## config.mk

```make
export PLATFORM = sky130hd
export DESIGN_NAME = fwd_hazard_ctrl
export DESIGN_NICKNAME = d
export VERILOG_FILES = /design/src/rtl/fwd_hazard_ctrl.sv
export SDC_FILE = /design/constraint.sdc
export NUM_CORES = 1
export LEC_CHECK = 0
export ABC_AREA = 0
export CAP_MARGIN = 15
export CORE_UTILIZATION = 30
export CTS_CLUSTER_DIAMETER = 30
export DETAILED_ROUTE_END_ITERATION = 6
export SYNTH_ARGS = -nofsm -noshare
export SYNTH_HDL_FRONTEND = slang
export SYNTH_SLANG_ARGS = --single-unit
```

## constraint.sdc

```tcl
create_clock -name clk -period 2.21 [get_ports clk]
set_clock_uncertainty 0.15 [all_clocks]
set_input_delay 0.663 -clock clk [delete_from_list [all_inputs] [get_ports clk]]
set_output_delay 0.663 -clock clk [all_outputs]
set_load 0.03 [all_outputs]
```

## src/rtl/fwd_hazard_ctrl.sv

```systemverilog
// Forwarding-select and load-use hazard control for a 5-stage pipeline.
// Shadows the EX/MEM/WB control fields needed to steer EX operands and stall IF/ID.
module fwd_hazard_ctrl #(
  parameter int REG_W = 5,
  parameter int FWD_W = 2
) (
  input  logic             clk,
  input  logic             rst_n,
  input  logic             id_valid,
  input  logic [REG_W-1:0] id_rs,
  input  logic [REG_W-1:0] id_rt,
  input  logic [REG_W-1:0] id_dst,
  input  logic             id_reg_write,
  input  logic             id_mem_read,
  input  logic             hold,
  input  logic             flush,
  output logic [FWD_W-1:0] fwd_a,
  output logic [FWD_W-1:0] fwd_b,
  output logic             stall,
  output logic             ex_bubble
);

  localparam logic [FWD_W-1:0] SEL_RF  = FWD_W'(0);
  localparam logic [FWD_W-1:0] SEL_MEM = FWD_W'(1);
  localparam logic [FWD_W-1:0] SEL_WB  = FWD_W'(2);
  localparam logic [REG_W-1:0] REG_ZERO = '0;

  logic             ex_valid, ex_rw, ex_mr;
  logic [REG_W-1:0] ex_rs, ex_rt, ex_dst;
  logic             mem_valid, mem_rw;
  logic [REG_W-1:0] mem_dst;
  logic             wb_valid, wb_rw;
  logic [REG_W-1:0] wb_dst;

  logic mem_fwd_ok, wb_fwd_ok;

  assign mem_fwd_ok = mem_valid & mem_rw & (mem_dst != REG_ZERO);
  assign wb_fwd_ok  = wb_valid  & wb_rw  & (wb_dst  != REG_ZERO);

  // MEM is checked first so the younger result wins when both stages match.
  function automatic logic [FWD_W-1:0] pick_src(input logic [REG_W-1:0] src);
    if (mem_fwd_ok && (mem_dst == src))
      return SEL_MEM;
    else if (wb_fwd_ok && (wb_dst == src))
      return SEL_WB;
    else
      return SEL_RF;
  endfunction

  always_comb begin
    fwd_a = pick_src(ex_rs);
    fwd_b = pick_src(ex_rt);
  end

  assign stall = ex_valid & ex_mr & (ex_dst != REG_ZERO) & id_valid &
                 ((ex_dst == id_rs) | (ex_dst == id_rt));

  assign ex_bubble = ~hold & (stall | flush);

  always_ff @(posedge clk) begin
    if (!rst_n) begin
      ex_valid  <= 1'b0;
      ex_rw     <= 1'b0;
      ex_mr     <= 1'b0;
      ex_rs     <= '0;
      ex_rt     <= '0;
      ex_dst    <= '0;
      mem_valid <= 1'b0;
      mem_rw    <= 1'b0;
      mem_dst   <= '0;
      wb_valid  <= 1'b0;
      wb_rw     <= 1'b0;
      wb_dst    <= '0;
    end else if (!hold) begin
      wb_valid  <= mem_valid;
      wb_rw     <= mem_rw;
      wb_dst    <= mem_dst;
      mem_valid <= ex_valid;
      mem_rw    <= ex_rw;
      mem_dst   <= ex_dst;
      // Fields are loaded even on a bubble; valid=0 makes them inert.
      ex_valid  <= id_valid & ~ex_bubble;
      ex_rw     <= id_reg_write;
      ex_mr     <= id_mem_read;
      ex_rs     <= id_rs;
      ex_rt     <= id_rt;
      ex_dst    <= id_dst;
    end
  end

endmodule

```

==> impl_metrics.env <==
export IMPL_run_status="complete, but fails checks"
export IMPL_violations="negative setup slack"
export IMPL_hold_path_class="reg2reg"
export IMPL_finish_instance_area_sq_mm=0.00239
export IMPL_final_layout_size_suffix_gt1_frac=0.381
export IMPL_floorplan_initialDensity=0.314
export IMPL_synthTopCellsByCount="32 x dfxtp_1, 31 x mux2i_1, 31 x nor2b_1"
export IMPL_dieArea_sq_mm=0.00567
export IMPL_cts_setup_buffers=0
export IMPL_seq_area_frac_synth=0.398
export IMPL_finalNonFillerCells=280
export IMPL_syn_nets=179
export IMPL_synthesis_area_sq_mm=0.00161
export IMPL_layout_core_utilization=0.465
export IMPL_clkLatencyLatePin_ps=290
export IMPL_placed_cells=272
export IMPL_pd_cells_mw_per_mm2=560
export IMPL_synth_edff_count=0
export IMPL_worst_ep_required_time_ps=1400
export IMPL_syn_to_final_growth_pct=48.3
export IMPL_hold_path_startpoint="ex_valid$_SDFFE_PN0N_"
export IMPL_postPlaceCellArea_sq_mm=0.00219
export IMPL_postSynth_asyncResetShare=0
export IMPL_cts_hold_repair_buffers=0
export IMPL_number_of_distinct_library_cell_variants_in_the_gate_level_netlist_after_synthesis=20
export IMPL_finalWirelength_microns=3830
export IMPL_max_slew_worst_pin_slew_ps=298
export IMPL_clk_root_buffer_cell="clkbuf_8"
export IMPL_synth_top_cells_by_area="dfxtp_1 40%, mux2i_1 19%, nor2b_1 12%"
export IMPL_antenna_cells=0
export IMPL_clk_pin_slew_worst_paths_ps=70
export IMPL_r2r_end="ex_valid$_SDFFE_PN0N_"
export IMPL_seqCellArea_sq_um=654
export IMPL_timing_final_crit_share=1.22
export IMPL_multiInputGateArea_sq_mm=0.00107
export IMPL_setup_reg_to_reg_worst_slack_ps=800
export IMPL_worst_endpoint_arrival_ps=1870
export IMPL_internal_power_uw=986
export IMPL_placement_io_buffers=27
export IMPL_drtAntennaViolNets=0
export IMPL_grt_pass1_vias=1256
export IMPL_fp_row_count=26
export IMPL_slew_headroom=0.800
export IMPL_initial_antenna_violation_count=0
export IMPL_start_kind="flip-flop"
export IMPL_synth_top_area_share=0.398
export IMPL_drt_first_iter_violations=55
export IMPL_power_mw=1.34
export IMPL_grt_remaining_overflow=0
export IMPL_worstPathMaxFanout=3
export IMPL_setup_ws_ps=-478
export IMPL_gp_congestion=0.737
export IMPL_setup_viol=6
export IMPL_die_height_microns=75.3
export IMPL_design_final_nets=231
export IMPL_post_synth_cell_area_avg_sq_um=10.3
export IMPL_synth_ff_latch_count=32
export IMPL_critPathKind="reg2out"
export IMPL_net_load_switching_power_uw=353
export IMPL_grtUsageTotal=0.155
export IMPL_dieWidth_microns=75.3
export IMPL_synth_warnings=0
export IMPL_drcViolationCount=0
export IMPL_worst_hold_path_endpoint="ex_valid$_SDFFE_PN0N_"
export IMPL_cts_buffers_inserted=5
export IMPL_p_seq_frac=0.472
export IMPL_cts_htree_levels=2
export IMPL_clock_fmax_ghz=0.372
export IMPL_num_io_pins=28
export IMPL_leakage_nw=1.06
export IMPL_maximum_number_of_pins_on_one_net_before_global_route_repair=34
export IMPL_yosysTopAreaCell="dfxtp_1"
export IMPL_fillers=519
export IMPL_p_comb_frac=0.176
export IMPL_route_detailed_vias_per_inst=4.54
export IMPL_drt_pass1_iter_count=4
export IMPL_peakVddDrop_uv=266
export IMPL_ys_flop_type="dfxtp_1"
export IMPL_maxCapViolations=0
export IMPL_core_sq_mm=0.00514
export IMPL_r2r_worst_path_cells=5
export IMPL_timing_final_hold_violations=0
export IMPL_power_switching_fraction=0.264
export IMPL_post_dp_hpwl_microns=2860
export IMPL_tritoncts="done"
export IMPL_hold_path_depth=1
export IMPL_post_synth_top_count_cell="dfxtp_1"
export IMPL_p_clk_frac=0.352
export IMPL_grt_pass1_wl_microns=6420
export IMPL_crit_reg2reg_launch="ex_dst[2]$_SDFFE_PN0N_"
export IMPL_totalNegativeSetupSlack_ps=-1920
export IMPL_cts_sink_count=32
export IMPL_routed_via_count=1270
export IMPL_critical_path_endpoint_category="output port"
export IMPL_finalWorstPathRequiredPeriod_ps=2690
export IMPL_routed_wire_length_per_instance_microns=13.7
export IMPL_finalMaxSlewViolations=0
export IMPL_rsz0062_at_grt="true"
export IMPL_maximum_buffer_depth_of_the_clock_tree=2
export IMPL_postSynthCellCount=157
-- cell type report --
class | instances | area share
clock buffers | 6 | 0.0346
flip-flops and latches | 32 | 0.274
repair buffers | 52 | 0.198
clock inverters | 2 | 0.00419
well taps | 70 | 0.0366
inverters | 2 | 0.00314
multi-input cells | 116 | 0.450
-- how the worst max path moves through the flow --
stage                      endpoint                     from  depth (start not counted)  slack [ps]
after global routing       fwd_b[1]   wb_dst[0]$_SDFFE_PN0N_                          5        -580
after global placement    ex_bubble                 id_rt[3]                          7        -580
after detailed placement  ex_bubble                 id_rt[3]                          7        -610
final                      fwd_b[1]   wb_dst[3]$_SDFFE_PN0N_                          5        -480
after CTS                  fwd_b[1]   wb_dst[0]$_SDFFE_PN0N_                          5        -500
after floorplan            fwd_a[1]  mem_dst[0]$_SDFFE_PN0N_                          4        -190
-- flip-flops by register name, summed over array words and instances, names as in the netlist --
register   cells
ex_rt          5
wb_dst         5
mem_dst        5
ex_dst         5
mem_rw         1
wb_rw          1
ex_mr          1
ex_valid       1
ex_rw          1
wb_valid       1
mem_valid      1
ex_rs          5
-- power groups by stage --
stage / combinational (mW) / sequential [mW] / clock [mW]
after detailed placement: 0.220 / 0.641 / 0
after global routing: 0.256 / 0.635 / 0.511
final: 0.236 / 0.632 / 0.471
after floorplan: 0.122 / 0.639 / 0
after CTS: 0.228 / 0.631 / 0.485
after global placement: 0.217 / 0.640 / 0
-- worst max-delay path, cell delays in order (launching register included) --
cell and delay (ps):
dfxtp_2 330, buf_4 130, xor2_1 130, or4_4 520
nor4_4 310, buf_6 170
-- kinds of logic after synthesis --
| logic type | after synthesis | synth area share |
|---|---|---|
| xor+xnor | 30 | 0.163 |
| mux | 31 | 0.193 |
| buf+inv | 9 | 0.0233 |
| simple gates | 49 | 0.196 |
| flops | 32 | 0.398 |
| compound gates | 6 | 0.0279 |
-- per-layer routing --
layer	vias up	GRT usage	wire length, microns
met5	-	0	0
met4	0	0.0432	41
met3	6	0.0476	144
met2	23	0.248	1850
met1	603	0.204	1800
li1	638	-	-
-- placed cells by master (no fill, tap or decap), types with 4 or more instances in the layout --
| cell type | Yosys | routed |
|---|---|---|
| clkbuf_8 | 0 | 6 |
| dfxtp_2 | 0 | 11 |
| xnor2_2 | 0 | 4 |
| nor4_4 | 0 | 4 |
| xnor2_1 | 12 | 8 |
| mux2i_1 | 31 | 31 |
| dfxtp_1 | 32 | 21 |
| xor2_1 | 18 | 16 |
| nor2b_1 | 31 | 31 |
| buf_2 | 3 | 4 |
| buf_6 | 0 | 9 |
| clkdlybuf4s50_1 | 0 | 9 |
| nand3_1 | 5 | 5 |
| buf_4 | 0 | 25 |
-- metrics by stage --
step	worst slack (ps)	hold WS, ps
floorplan	-186	332
global placement	-581	346
detailed placement	-613	374
CTS	-498	390
global route	-580	411
finish	-478	388
-- what timing repair did --
item                       4_1_cts  5_1_grt
pin swaps                       16        4
resized for setup               62       17
setup endpoints to repair        6        6
cloned                           0        0
Note: power is estimated with default switching activity, not from simulation.
